===== src/rtl/exec_mem_unit_if.sv =====
// Datapath bus for exec_mem_unit: PC, ALU operands/results and data-memory signals.
// flags_q exists only when ALU_FLAGS_REG_EN is defined.
interface exec_mem_unit_if #(
  parameter int unsigned PC_W   = 16,
  parameter int unsigned DATA_W = 8
);
  logic [PC_W-1:0]   pc_in;
  logic [PC_W-1:0]   pc_out;
  logic [DATA_W-1:0] alu_a;
  logic [DATA_W-1:0] alu_b;
  logic [1:0]        alu_ctrl;
  logic [DATA_W-1:0] alu_result;
  logic [3:0]        alu_flags;
  logic              mem_we;
  logic [DATA_W-1:0] mem_rdata;
`ifdef ALU_FLAGS_REG_EN
  logic [3:0]        flags_q;
`endif

  modport master (
    output pc_in, alu_a, alu_b, alu_ctrl, mem_we,
`ifdef ALU_FLAGS_REG_EN
    input  flags_q,
`endif
    input  pc_out, alu_result, alu_flags, mem_rdata
  );

  modport slave (
    input  pc_in, alu_a, alu_b, alu_ctrl, mem_we,
`ifdef ALU_FLAGS_REG_EN
    output flags_q,
`endif
    output pc_out, alu_result, alu_flags, mem_rdata
  );
endinterface


===== src/rtl/exec_mem_unit.sv =====
// Execute/memory slice: PC register, 8-bit ALU with NZCV flags, byte-wide data memory.
// Optional ALU_FLAGS_REG_EN adds a registered copy of the flags (flags_q).
module exec_mem_unit #(
  parameter int unsigned PC_W      = 16,
  parameter int unsigned DATA_W    = 8,
  parameter int unsigned MEM_DEPTH = 256
) (
  input logic               clk,
  input logic               rst_n,
  exec_mem_unit_if.slave    bus
);
  localparam int unsigned AddrW = $clog2(MEM_DEPTH);
  localparam int unsigned Msb   = DATA_W - 1;

  typedef enum logic [1:0] {OpAdd, OpSub, OpAnd, OpOr} alu_op_e;

  logic [PC_W-1:0]   pc_q, pc_d;
  logic [DATA_W-1:0] b_op;
  logic [DATA_W:0]   sum;
  logic [DATA_W-1:0] result;
  logic              flag_c, flag_v;
  logic [AddrW-1:0]  addr;
  logic [DATA_W-1:0] mem_q [MEM_DEPTH];

  // PC register
  assign pc_d = bus.pc_in;

  always_ff @(posedge clk or negedge rst_n) begin
    if (!rst_n) begin
      pc_q <= '0;
    end else begin
      pc_q <= pc_d;
    end
  end

  assign bus.pc_out = pc_q;

  // SUB reuses the adder as a + ~b + 1, so C=1 means no borrow.
  always_comb begin
    b_op   = (bus.alu_ctrl == OpSub) ? ~bus.alu_b : bus.alu_b;
    sum    = {1'b0, bus.alu_a} + {1'b0, b_op} +
             {{DATA_W{1'b0}}, (bus.alu_ctrl == OpSub)};
    result = '0;
    flag_c = 1'b0;
    flag_v = 1'b0;
    unique case (alu_op_e'(bus.alu_ctrl))
      OpAdd: begin
        result = sum[Msb:0];
        flag_c = sum[DATA_W];
        flag_v = (bus.alu_a[Msb] == bus.alu_b[Msb]) && (result[Msb] != bus.alu_a[Msb]);
      end
      OpSub: begin
        result = sum[Msb:0];
        flag_c = sum[DATA_W];
        flag_v = (bus.alu_a[Msb] != bus.alu_b[Msb]) && (result[Msb] != bus.alu_a[Msb]);
      end
      OpAnd: result = bus.alu_a & bus.alu_b;
      OpOr:  result = bus.alu_a | bus.alu_b;
      default: result = '0;
    endcase
  end

  assign bus.alu_result = result;
  assign bus.alu_flags  = {result[Msb], (result == '0), flag_c, flag_v};

  // Data memory: upper address bits are dropped, so addresses alias.
  assign addr = result[AddrW-1:0];

  always_ff @(posedge clk) begin
    if (rst_n && (bus.mem_we === 1'b1)) begin
      mem_q[addr] <= bus.alu_b;
    end
  end

  assign bus.mem_rdata = mem_q[addr];

  mem_we_known_a: assert property (@(posedge clk) rst_n |-> !$isunknown(bus.mem_we))
    else $error("mem_we unknown at clock edge");

`ifdef ALU_FLAGS_REG_EN
  logic [3:0] flag_reg_q;

  always_ff @(posedge clk or negedge rst_n) begin
    if (!rst_n) begin
      flag_reg_q <= 4'b0000;
    end else begin
      flag_reg_q <= bus.alu_flags;
    end
  end

  assign bus.flags_q = flag_reg_q;
`endif

endmodule


===== src/flat_wrapper.sv =====
// flat-port wrapper written by rule: the top's interface ports become plain ports
module exec_mem_unit_flat 
#(
  parameter int unsigned PC_W      = 16,
  parameter int unsigned DATA_W    = 8,
  parameter int unsigned MEM_DEPTH = 256
)
  (clk, rst_n, bus_pc_in, bus_alu_a, bus_alu_b, bus_alu_ctrl, bus_mem_we, bus_pc_out, bus_alu_result, bus_alu_flags, bus_mem_rdata);
  exec_mem_unit_if #(.PC_W(PC_W), .DATA_W(DATA_W)) bus_i ();
  input logic clk;
  input logic rst_n;
  input wire logic [$bits(bus_i.pc_in)-1:0] bus_pc_in;
  input wire logic [$bits(bus_i.alu_a)-1:0] bus_alu_a;
  input wire logic [$bits(bus_i.alu_b)-1:0] bus_alu_b;
  input wire logic [$bits(bus_i.alu_ctrl)-1:0] bus_alu_ctrl;
  input wire logic [$bits(bus_i.mem_we)-1:0] bus_mem_we;
  output wire logic [$bits(bus_i.pc_out)-1:0] bus_pc_out;
  output wire logic [$bits(bus_i.alu_result)-1:0] bus_alu_result;
  output wire logic [$bits(bus_i.alu_flags)-1:0] bus_alu_flags;
  output wire logic [$bits(bus_i.mem_rdata)-1:0] bus_mem_rdata;
  assign bus_i.pc_in = bus_pc_in;
  assign bus_i.alu_a = bus_alu_a;
  assign bus_i.alu_b = bus_alu_b;
  assign bus_i.alu_ctrl = bus_alu_ctrl;
  assign bus_i.mem_we = bus_mem_we;
  assign bus_pc_out = bus_i.pc_out;
  assign bus_alu_result = bus_i.alu_result;
  assign bus_alu_flags = bus_i.alu_flags;
  assign bus_mem_rdata = bus_i.mem_rdata;
  exec_mem_unit #(.PC_W(PC_W), .DATA_W(DATA_W), .MEM_DEPTH(MEM_DEPTH)) u_core (.clk(clk), .rst_n(rst_n), .bus(bus_i));
endmodule

===== config.mk =====
export PLATFORM = sky130hd
export DESIGN_NAME = exec_mem_unit_flat
export DESIGN_NICKNAME = d
export VERILOG_FILES = /design/src/rtl/exec_mem_unit_if.sv /design/src/rtl/exec_mem_unit.sv /design/src/flat_wrapper.sv
export SDC_FILE = /design/constraint.sdc
export NUM_CORES = 2
export LEC_CHECK = 0
export CORE_ASPECT_RATIO = 1.75
export CORE_MARGIN = 2
export CORE_UTILIZATION = 30
export DETAILED_ROUTE_END_ITERATION = 16
export PLACE_DENSITY_LB_ADDON = 0.05
export RECOVER_POWER = 100
export SLEW_MARGIN = 10
export SYNTH_ARGS = -nofsm -noshare
export SYNTH_HDL_FRONTEND = slang
export SYNTH_SLANG_ARGS = --single-unit

===== constraint.sdc =====
create_clock -name clk -period 6.79 [get_ports clk]
set_clock_uncertainty 0.05 [all_clocks]
set_input_delay 1.358 -clock clk [delete_from_list [all_inputs] [get_ports clk]]
set_output_delay 1.358 -clock clk [all_outputs]
set_load 0.02 [all_outputs]

# Yosys cells after proc, flatten, opt, wreduce, memory -nomap -nowiden
# Memory sizes are Yosys's and may differ from the RTL's.
# Cells that the tools add are included.
# op_classes
add_sub_neg	2
eq_ne	7
mux	6
bitwise	3
n_reduce_logical	6
# op_table
op	n
$pmux 8 s3	1
$add 8x8->9	1
$add 9x1->9	1
$and 8x8->8	1
$logic_not 8->1	1
$mux 8	1
$not 8->8	1
$or 8x8->8	1
$eq 2x2->1 const B	2
$logic_and 1x1->1	3
$mux 1	3
$eq 2x1->1 const B	1
$logic_not 2->1	1
$ne 1x1->1	2
$pmux 1 s2	1
$reduce_or 2->1	1
$eq 1x1->1	1
$eqx 1x1->1 const B	1
# totals
reg_bits	16
mem_bits_rw	2048
inputBits	37
output_inout_bits	36
word_cells	26
n_memories	1
# mem_list
name	words	word_bits	read_ports	rd_clocked_by_memory_dff	write_ports	line	source
u_core.mem_q	256	8	1	0	1	exec_mem_unit.sv:23	logic [DATA_W-1:0] mem_q [MEM_DEPTH];

# Depth between registers and ports, before layout
# depth
ltp_word	7
depth_mapped	17
depth_no_buf	13

# Worst setup path after synthesis
# No wires, ideal clock.
# synth_path
path_type	input -> output
from	in bus_alu_ctrl[1]
to	out bus_mem_rdata[7]
arrival_ps	4614
setup_slack_ps	768
cell_stages	15
cell_sequence	nand2b_1 -> buf_2 -> xnor2_1 -> fa_1 -> a211oi_1 -> nor2_1 -> o31a_1 -> clkinv_1 -> buf_2 -> buf_2 -> buf_2 -> clkbuf_1 -> nand4_1 -> a31oi_1 -> nand4_1
# synth_between
elab_chain_cells	6
# synth_rtl
element	line	source
start: declaration	flat_wrapper.sv:15	input wire logic [$bits(bus_i.alu_ctrl)-1:0] bus_alu_ctrl;
$eq 2x1->1	exec_mem_unit.sv:40, exec_mem_unit.sv:42, exec_mem_unit.sv:46	
$mux 8	exec_mem_unit.sv:40	b_op = (bus.alu_ctrl == OpSub) ? ~bus.alu_b : bus.alu_b;
$add 8x8->9	exec_mem_unit.sv:41	sum = {1'b0, bus.alu_a} + {1'b0, b_op} +
$add 9x1->9	exec_mem_unit.sv:41	
$pmux 8 s3 *	exec_mem_unit.sv:46	unique case (alu_op_e'(bus.alu_ctrl))
named net bus_alu_result[4]	flat_wrapper.sv:18	output wire logic [$bits(bus_i.alu_result)-1:0] bus_alu_result;
$mem_v2 256x8 *	n/a	
end: declaration	flat_wrapper.sv:20	output wire logic [$bits(bus_i.mem_rdata)-1:0] bus_mem_rdata;
# The timed path passes the listed nets; every way through them passes the cells marked *.

# Worst setup path in the final report
# layout_path
from	in bus_alu_ctrl[1]
to	out bus_mem_rdata[7]
# layout_between
elab_chain_cells	6
# layout_rtl
element	line
$eq 2x1->1	exec_mem_unit.sv:40, exec_mem_unit.sv:42, exec_mem_unit.sv:46
$mux 8	exec_mem_unit.sv:40
$add 8x8->9	exec_mem_unit.sv:41
$add 9x1->9	exec_mem_unit.sv:41
$pmux 8 s3 *	exec_mem_unit.sv:46
$mem_v2 256x8 *	n/a
# Every way passes the cells marked *; elsewhere a longest branch is shown, timed or not.

==> out/metrics.cfg <==
[global_route]
antenna_found_initial = 20
met3_usage_pct = 2.40
grt_pass1_wl_um = 447000
overflow = 0
track_usage_pct = 23.3
grt_pass1_vias = 52200
grt_use_met1_pct = 28.2
grt_busiest_layer = met2
grt_max_degree = 83
grtUsageMet2_pct = 43.4

[layout]
drive_gt1_share_pct = 24.0
seqCellArea_um2 = 61900
syn_to_final_growth_pct = 24.6
num-nets-final = 6149
design_area_um2 = 102000
final-instance-count-excl-fill = 9856
multi_input_area_um2 = 19500
layout_common_cells = edfxtp_1, nand2_1, buf_4
final_common_cell = edfxtp_1
fillers = 25900

[critical_path]
cp_data_arrival_time_ns = 5.37
worstPathMaxFanout = 13
start_kind = primary input
crit_type = in -> out
cp.required_ns = 5.38
crit_path_end_kind = primary output

[timing]
fin_ws_ns = 0.0130
tightest_slew_ns = 4.34
fin_crit_ns = 6.78
drv_slew = 1736
fin_tns_setup_ns = 0
slew-limit-headroom_pct = -189
final_hold_viol_count = 0
fmaxAchievable_mhz = 148
finalSetupViolations = 0
rsz0062_at_grt = true
finalCritPeriodShare_pct = 99.8

[clocking]
cts_htree_levels = 4
clock-root-buffer = clkbuf_16
cts_hold_buf = 0
cts_tree = built
clkTransAtPathRegs_ns = 0.06
clk_path_buf_depth = 4
cts_buffers = 211
cts.sinks = 2064

[placed_design]
place_inst = 9369
dpl_cell_area_um2 = 94300
dpl_worst_slack_ns = -1.25
io_buffer_count = 72
dp_hpwl_um = 219000
place_congestion = 0.876

[yosys]
synth_flop_cell = edfxtp_1
synth_largest_area_cell = edfxtp_1
synth-seq-area-share_pct = 75.3
synth_top_area_share_pct = 74.8
synthesis.area_per_instance_um2 = 16.2
yosys_warnings = 0
synth-edff-count = 2048
syn-num-nets = 5125
synth_cells = 5075
async_flop_share_pct = 0.775
ys_top_cells_by_area = edfxtp_1, mux4_2, nand2_1
ys_ff_latch = 2064
syn_area_um2 = 82200
ys_types = 78

[run_status]
status = finished with violations
violations = max-capacitance violations, max-slew violations

[detailed_routing]
detail-route-antenna-nets = 0
post-route-drc-count = 0
drtIter0Drc = 3673
wl_um = 327000
firstDrtPassIters = 8
wl_per_cell_um = 33.1
num_vias = 50500
via_per_inst = 5.12

[die]
start_util_pct = 30.1
die_h_um = 697
fp.dieW_um = 400
rows = 254
die_area_um2 = 278000
placeableCoreArea_um2 = 273000
ios = 73

[hold_path]
hp-class = in -> reg

[job]
cap_violations = 37

[pwr]
power_leakage_nw = 34.1
power_density_nw_per_um2 = 308
irDropWorstVdd_mv = 0.207

[layer usage]
| metal | vias to the layer above | wire, um |
|---|---|---|
| met5 | - | 54 |
| met4 | 8 | 10900 |
| met3 | 404 | 12600 |
| met2 | 1319 | 176000 |
| met1 | 26900 | 127000 |
| li1 | 21900 | - |
[cells in the mapped netlist, types with 9 or more instances]
library cell     n
buf_2          148
a32oi_1         10
o211ai_1        14
mux4_2         249
mux4_1          12
a31oi_1         83
nand2_1        885
buf_6           19
o21ai_0         41
xnor2_1          9
a211oi_1        35
nand3_1        408
a22oi_1         96
dfrtp_1         16
nand4_1         21
ha_1            12
and3_1          66
a221oi_1        28
inv_1           36
nor2_1         295
mux2i_1         92
buf_1           31
o22ai_1          9
a21oi_1         57
edfxtp_1      2048
clkbuf_1       101
a311oi_1        90
nor3_1          18
buf_4           26
[where the power goes]
group / switching (mW) / internal (mW)
sequential: 0.0105 / 14.1
clock: 5.09 / 6.50
combinational: 3.57 / 2.30
[worst max-delay path, cell delays in order]
cell       delay [ns]
buf_6            0.10
nand2b_4         0.13
buf_8            0.14
o21ai_2          0.15
fa_2             0.48
a2bb2oi_4        0.27
bufinv_16        0.26
buf_4            0.15
buf_8            0.17
buf_4            0.17
mux4_2           0.33
a22oi_2          0.26
buf_4            0.16
a32oi_1          0.14
a32oi_4          0.34
nand4_1          0.43
buf_6            0.29
[registers in the layout, summed over array words and instances (netlist names)]
register           count
u_core.mem_q        2048
u_core.bus.pc_out     16
[area by class of cell]
| class | instances | share of cell area, % |
|---|---|---|
| repair inverters | 2 | 0.0171 |
| multi-input cells | 2634 | 19.1 |
| clock buffers | 263 | 5.41 |
| repair buffers | 1145 | 9.50 |
| inverters | 41 | 0.197 |
| diodes | 9 | 0.0220 |
| well taps | 3584 | 4.38 |
| flip-flops and latches | 2064 | 60.4 |
| clock inverters | 114 | 1.01 |
[per-stage QoR]
step                      power [mW]  utilization (%)  hold WS (ns)
after floorplan                 16.4                -          1.01
after global placement          19.7             34.5          1.62
after detailed placement        19.7             34.5          1.63
after CTS                       31.8             37.8         0.662
after global routing            32.5             37.5         0.685
final                           31.6             37.5         0.725
[final timing paths]
| check | start | depth (start not counted) | slack, ns | to |
|---|---|---|---|---|
| max | bus_alu_ctrl[1] | 17 | 0.01 | bus_mem_rdata[7] |
| min | bus_alu_b[4] | 1 | 0.72 | u_core.mem_q[203][4] |
| max in group asynchronous | rst_n | 2 | 5.07 | u_core.bus.pc_out[8] |
| min in group asynchronous | rst_n | 2 | 1.07 | u_core.bus.pc_out[2] |
[kinds of logic after synthesis]
| family | Yosys count | synth area share [%] |
|---|---|---|
| AND/OR/NAND/NOR | 1735 | 9.01 |
| multiplexers | 353 | 8.32 |
| adder cells (fa/ha/maj) | 16 | 0.243 |
| XOR/XNOR | 11 | 0.117 |
| AO/OA/AOI/OAI | 519 | 4.61 |
| buffers and inverters | 377 | 2.41 |
| flip-flops | 2064 | 75.3 |
[timing repair]
| item | in CTS | in global routing |
|---|---|---|
| pin swaps | 52 | 48 |
| setup buffers | 72 | 17 |
| cloned | 16 | 3 |
| setup endpoints to repair | 9 | 8 |
| resized for setup | 251 | 96 |
Power figures use the tool's default switching activity.
